**config.mk**
```make
export PLATFORM = sky130hd
export DESIGN_NAME = pll_lock_seq
export DESIGN_NICKNAME = d
export VERILOG_FILES = /design/src/rtl/clk_pkg.sv /design/src/rtl/sync_bit.sv /design/src/rtl/pll_lock_seq.sv
export SDC_FILE = /design/constraint.sdc
export NUM_CORES = 1
export LEC_CHECK = 0
export BUFFER_PORTS_ARGS = -buffer_cell sky130_fd_sc_hd__buf_2
export CAP_MARGIN = 10
export CORE_MARGIN = 5
export CORE_UTILIZATION = 55
export CTS_CLUSTER_DIAMETER = 80
export DETAILED_ROUTE_END_ITERATION = 7
export GPL_TIMING_DRIVEN = 1
export PLACE_DENSITY = 0.77
export SYNTH_ARGS = -nofsm -noshare
export SYNTH_HDL_FRONTEND = slang
export SYNTH_SLANG_ARGS = --single-unit
export TNS_END_PERCENT = 5
```
**constraint.sdc**
```tcl
create_clock -name i_clk -period 2.36 [get_ports i_clk]
set_clock_uncertainty 0.1 [all_clocks]
set_input_delay 0.236 -clock i_clk [delete_from_list [all_inputs] [get_ports i_clk]]
set_output_delay 0.236 -clock i_clk [all_outputs]
set_load 0.02 [all_outputs]
```
**src/rtl/clk_pkg.sv**
```systemverilog
// Shared clocking/reset definitions: lock sequencer state encoding, default
// timing constants and the cycle-counter sizing helper.
package clk_pkg;

    typedef enum logic [1:0] {
        S_PLL_RST   = 2'd0,
        S_WAIT_LOCK = 2'd1,
        S_STABLE    = 2'd2,
        S_RUN       = 2'd3
    } lock_seq_state_e;

    localparam int unsigned PLL_RST_CYC_DEF      = 16;
    localparam int unsigned LOCK_STABLE_CYC_DEF  = 1024;
    localparam int unsigned LOCK_TIMEOUT_CYC_DEF = 500000;

    function automatic int unsigned max3(input int unsigned a,
                                         input int unsigned b,
                                         input int unsigned c);
        int unsigned m;
        m = (a > b) ? a : b;
        return (m > c) ? m : c;
    endfunction

    // Width that holds every "N-1" terminal count; never below one bit.
    function automatic int unsigned cyc_cnt_w(input int unsigned a,
                                              input int unsigned b,
                                              input int unsigned c);
        int unsigned w;
        w = $clog2(max3(a, b, c));
        return (w < 1) ? 1 : w;
    endfunction

endpackage

```
**src/rtl/sync_bit.sv**
```systemverilog
// Multi-flop synchronizer for a single asynchronous status bit; output is
// the input delayed by SYNC_STAGES clocks, all flops reset to 0.
module sync_bit #(
    parameter int unsigned SYNC_STAGES = 2
) (
    input  logic i_clk,
    input  logic i_rst,
    input  logic i_d,
    output logic o_q
);

    logic [SYNC_STAGES-1:0] sync_q;
    logic [SYNC_STAGES-1:0] sync_d;

    always_comb begin
        sync_d = {sync_q[SYNC_STAGES-2:0], i_d};
    end

    // NOTE: sequential state uses non-blocking assignments so every flop samples pre-edge values.
    always_ff @(posedge i_clk) begin
        if (i_rst) begin
            sync_q <= '0;
        end else begin
            sync_q <= sync_d;
        end
    end

    assign o_q = sync_q[SYNC_STAGES-1];

endmodule

```
**src/rtl/pll_lock_seq.sv**
```systemverilog
// PLL lock sequencer: holds the PLL in reset, qualifies synchronized lock
// over a stable window, then releases fabric reset; re-arms on loss/timeout.
module pll_lock_seq
    import clk_pkg::*;
#(
    parameter int unsigned SYNC_STAGES      = 2,
    parameter int unsigned PLL_RST_CYC      = PLL_RST_CYC_DEF,
    parameter int unsigned LOCK_STABLE_CYC  = LOCK_STABLE_CYC_DEF,
    parameter int unsigned LOCK_TIMEOUT_CYC = LOCK_TIMEOUT_CYC_DEF,
    parameter int unsigned CNT_W            = 8
) (
    input  logic             i_clk,
    input  logic             i_rst,
    input  logic             i_lock,
    input  logic             i_clr_cnt,
    output logic             o_pll_reset,
    output logic             o_rst,
    output logic             o_ready,
    output logic [CNT_W-1:0] o_loss_cnt,
    output logic [CNT_W-1:0] o_timeout_cnt,
    output logic [1:0]       o_state
);

    localparam int unsigned CYC_W = cyc_cnt_w(PLL_RST_CYC, LOCK_STABLE_CYC, LOCK_TIMEOUT_CYC);

    localparam logic [CYC_W-1:0] PLL_RST_LAST = CYC_W'(PLL_RST_CYC - 1);
    localparam logic [CYC_W-1:0] STABLE_LAST  = CYC_W'(LOCK_STABLE_CYC - 1);
    localparam logic [CYC_W-1:0] TIMEOUT_LAST = CYC_W'(LOCK_TIMEOUT_CYC - 1);

    logic lock_s;

    lock_seq_state_e  state_q,       state_d;
    logic [CYC_W-1:0] cyc_cnt_q,     cyc_cnt_d;
    logic [CNT_W-1:0] loss_cnt_q,    loss_cnt_d;
    logic [CNT_W-1:0] timeout_cnt_q, timeout_cnt_d;
    logic             pll_reset_q,   pll_reset_d;
    logic             rst_q,         rst_d;
    logic             ready_q,       ready_d;
    logic             loss_evt;
    logic             timeout_evt;

    sync_bit #(
        .SYNC_STAGES (SYNC_STAGES)
    ) u_lock_sync (
        .i_clk (i_clk),
        .i_rst (i_rst),
        .i_d   (i_lock),
        .o_q   (lock_s)
    );

    // NOTE: every signal written here gets a default first, so no latch can be inferred.
    always_comb begin
        state_d     = state_q;
        loss_evt    = 1'b0;
        timeout_evt = 1'b0;

        unique case (state_q)
            S_PLL_RST: begin
                if (cyc_cnt_q == PLL_RST_LAST) begin
                    state_d = S_WAIT_LOCK;
                end
            end
            S_WAIT_LOCK: begin
                if (lock_s) begin
                    state_d = S_STABLE;
                end else if (cyc_cnt_q == TIMEOUT_LAST) begin
                    state_d     = S_PLL_RST;
                    timeout_evt = 1'b1;
                end
            end
            S_STABLE: begin
                if (!lock_s) begin
                    state_d = S_WAIT_LOCK;
                end else if (cyc_cnt_q == STABLE_LAST) begin
                    state_d = S_RUN;
                end
            end
            S_RUN: begin
                if (!lock_s) begin
                    state_d  = S_PLL_RST;
                    loss_evt = 1'b1;
                end
            end
            default: state_d = S_PLL_RST;
        endcase

        // Counter value is meaningless in S_RUN, so wrapping there is harmless.
        cyc_cnt_d = (state_d != state_q) ? '0 : cyc_cnt_q + CYC_W'(1);

        // Outputs are registered from the next state, matching a decode of state_q.
        pll_reset_d = (state_d == S_PLL_RST);
        rst_d       = (state_d != S_RUN);
        ready_d     = (state_d == S_RUN);
    end

    // Clear beats increment; increments saturate at all-ones.
    always_comb begin
        loss_cnt_d    = loss_cnt_q;
        timeout_cnt_d = timeout_cnt_q;
        if (i_clr_cnt) begin
            loss_cnt_d    = '0;
            timeout_cnt_d = '0;
        end else begin
            if (loss_evt && (loss_cnt_q != '1)) begin
                loss_cnt_d = loss_cnt_q + CNT_W'(1);
            end
            if (timeout_evt && (timeout_cnt_q != '1)) begin
                timeout_cnt_d = timeout_cnt_q + CNT_W'(1);
            end
        end
    end

    always_ff @(posedge i_clk) begin
        if (i_rst) begin
            state_q       <= S_PLL_RST;
            cyc_cnt_q     <= '0;
            loss_cnt_q    <= '0;
            timeout_cnt_q <= '0;
            pll_reset_q   <= 1'b1;
            rst_q         <= 1'b1;
            ready_q       <= 1'b0;
        end else begin
            state_q       <= state_d;
            cyc_cnt_q     <= cyc_cnt_d;
            loss_cnt_q    <= loss_cnt_d;
            timeout_cnt_q <= timeout_cnt_d;
            pll_reset_q   <= pll_reset_d;
            rst_q         <= rst_d;
            ready_q       <= ready_d;
        end
    end

    assign o_pll_reset   = pll_reset_q;
    assign o_rst         = rst_q;
    assign o_ready       = ready_q;
    assign o_loss_cnt    = loss_cnt_q;
    assign o_timeout_cnt = timeout_cnt_q;
    assign o_state       = state_q;

endmodule

```
==> flow_metrics.tcl <==
set metrics [dict create \
    fin_ws_ns 0.1412 \
    coreArea_um2 3337 \
    period_needed_ns 2.219 \
    async_flop_share 0 \
    postCtsSetupBuffers 0 \
    p_leak_nw 0.8147 \
    synth_cell_types 38 \
    root_buffer "clkbuf_4" \
    antenna_found_initial 0 \
    setup_viol 0 \
    crit_arrival_ns 2.33 \
    powerDensity_nw_per_um2 531.8 \
    ys_warn_count 0 \
    peakVddDrop_mv 0.3042 \
    crit_path_end_kind "flip-flop" \
    hold_class "in2reg" \
    path_max_fanout 19 \
    finalSetupTns_ns 0 \
    swShare 0.1996 \
    rows 21 \
    synth.area.top_cells "dfxtp_1 (44%), nor2_1 (8.9%), xnor2_1 (8.3%), xor2_1 (5.1%), nand3_1 (3.7%)" \
    clk_pin_slew_ns 0.11 \
    cts_buffers 5 \
    combPwrFrac 0.024 \
    seqPwrFrac 0.620 \
    syn_area_um2 1907 \
    start_util 0.5714 \
    grt_pass1_vias 1375 \
    route.detailed.drc 0 \
    die_h_um 68.88 \
    grt_usage 0.1642 \
    fin_crit_sh 0.9402 \
    cts_tree "built" \
    drt-pass1-iter-count 4 \
    place_ws_ns 0.1488 \
    cts_sinks 42 \
    ys.flop_type "dfxtp_1" \
    yosys.area.top_type_share 0.4409 \
    wl_per_cell_um 11.51 \
    grt_pass1_wl_um 5865 \
    clockBufferDepth 2 \
    finalHoldViolCount 0 \
    die_area_um2 4744 \
    critical_path.slowest_cell "or4_1" \
    cp-start-kind "flip-flop" \
    grt_overflow 0 \
    synth_fp_nets 221 \
    grt_max_degree 20 \
    relSlewSlack 0.6272 \
    fmax_mhz 450.7 \
    avgSynthCellArea_um2 8.910 \
    p_sw_mw 0.2317 \
    crit_type "reg2reg" \
    dpl.hpwl_um 2571 \
    wl_um 3373 \
    ys_ff_latch 42 \
    slowest_delay_ns 0.58 \
    outcome "complete, no violations" \
    syn_to_final_growth_pct 14.44 \
    p_int_mw 0.9287 \
    cp.required_ns 2.47 \
    pwr-share-clk 0.356 \
    finalMaxSlewViolations 0 \
    io_pins 25 \
    final_layout_size_suffix_gt1_frac 0.1822 \
    chipWidth_um 68.88 \
    io_buffers 24 \
    rsz0062_at_grt "no" \
    tightest_slew_ns 0.5590 \
    syn_inst 214 \
    seq_area_frac_synth 0.4409 \
    synth-edff-count 0 \
    netlist_top_cells_count "nor2_1 (45), dfxtp_1 (42), xnor2_1 (18), nand3_1 (14)" \
    yosysMostFrequentCell "nor2_1" \
    crit_path_cell_trace "or4_1, nor4_4, a311oi_1, o2111ai_4, nor2_1" \
    vias_per_cell 5.198 \
    drt_iter0_drc 122 \
    final_antenna_net_count 0 \
    insertion_delay_ns 0.34 \
    nets 253 \
    cap_violations 0 \
    cts_resized 0 \
    synth_top_area_cell "dfxtp_1" \
    routabilityCongestion 0.7876 \
    vias 1523 \
    htreeDepth 2 \
    num_antenna_cells 0 \
]
[final timing paths]
kind / from / to / slack [ns] / cells past startpoint
hold reg to reg: u_lock_sync.sync_q[0]$_SDFF_PP0_ / u_lock_sync.sync_q[1]$_SDFF_PP0_ / 0.35 / 1
setup reg to reg: cyc_cnt_q[12]$_SDFF_PP0_ / cyc_cnt_q[7]$_SDFF_PP0_ / 0.14 / 5
hold / removal: i_lock / u_lock_sync.sync_q[0]$_SDFF_PP0_ / 0.02 / 2
setup / recovery: cyc_cnt_q[12]$_SDFF_PP0_ / cyc_cnt_q[7]$_SDFF_PP0_ / 0.14 / 5
[placed cells by master (no fill, tap or decap), drive strengths merged, types with 6 or more instances in the layout]
cell type  count
nand3         14
xnor2         18
nand2         11
xor2          11
nor3           7
nor4           6
inv            6
dfxtp         42
buf           30
clkbuf         8
nor2          45
nand4          9
[through the flow]
step | instance area, um2 | hold slack [ns] | utilization | power, mW | instances
6_report | 2182 | 0.01917 | 0.6539 | 1.160 | 293
3_3_place_gp | 2103 | 0.3197 | 0.6303 | 0.7638 | 285
5_1_grt | 2182 | 0.01281 | 0.6539 | 1.227 | 293
4_1_cts | 2182 | 0.009861 | 0.6539 | 1.179 | 293
2_1_floorplan | 1907 | 0.2076 | - | 0.7575 | 214
3_5_place_dp | 2103 | 0.3315 | 0.6303 | 0.7645 | 285
[cells by family (layout without fill, tap and decap cells)]
family / count (synthesis) / count (layout) / synth area share
compound gates: 15 / 15 / 0.06497
fa+ha+maj: 3 / 3 / 0.01969
simple gates: 112 / 112 / 0.3051
buf+inv: 11 / 44 / 0.02559
mux: 2 / 2 / 0.01050
flops: 42 / 42 / 0.4409
xor+xnor: 29 / 29 / 0.1332
[power groups by stage]
stage / Sequential (mW) / Clock [mW] / Combinational, mW
3_3_place_gp: 0.736 / 0 / 0.0282
2_1_floorplan: 0.735 / 0 / 0.0227
3_5_place_dp: 0.736 / 0 / 0.0287
4_1_cts: 0.720 / 0.431 / 0.0287
5_1_grt: 0.721 / 0.473 / 0.0325
6_report: 0.720 / 0.413 / 0.0281
[layout make-up]
class | instances | area (um2)
clock buffers | 8 | 78.83
fillers | 282 | 1155
inverters | 6 | 22.52
multi-input cells | 161 | 1017
flip-flops and latches | 42 | 840.8
well taps | 46 | 57.56
repair buffers | 30 | 165.2
[flip-flops by register name, summed over array words and instances (netlist names)]
signal              cells
o_rst                   1
o_loss_cnt              8
o_state                 2
u_lock_sync.sync_q      2
o_pll_reset             1
o_timeout_cnt           8
cyc_cnt_q              19
o_ready                 1
[layer usage]
layer	part of all wire	wire, um	global-route usage	vias to the layer above
met3	0.044	147	0.05348	4
li1	-	-	-	809
met2	0.43	1465	0.2512	28
met1	0.51	1726	0.2220	682
met4	0.010	34	0.04380	0
met5	0	0	0	-
[repair_timing]
item                                   CTS  global route
setup endpoints to repair                0             2
hold buffers                             0             0
endpoints found under the hold margin    0             0
[worst max-delay path: cells and delay by family, from the launching register on]
kind	cells	cell delay, ns
AOI/OAI and AO/OA	2	0.72
DFF	1	0.38
and+or+nand+nor	3	0.88
No activity file was read; power rests on OpenSTA's default activity.
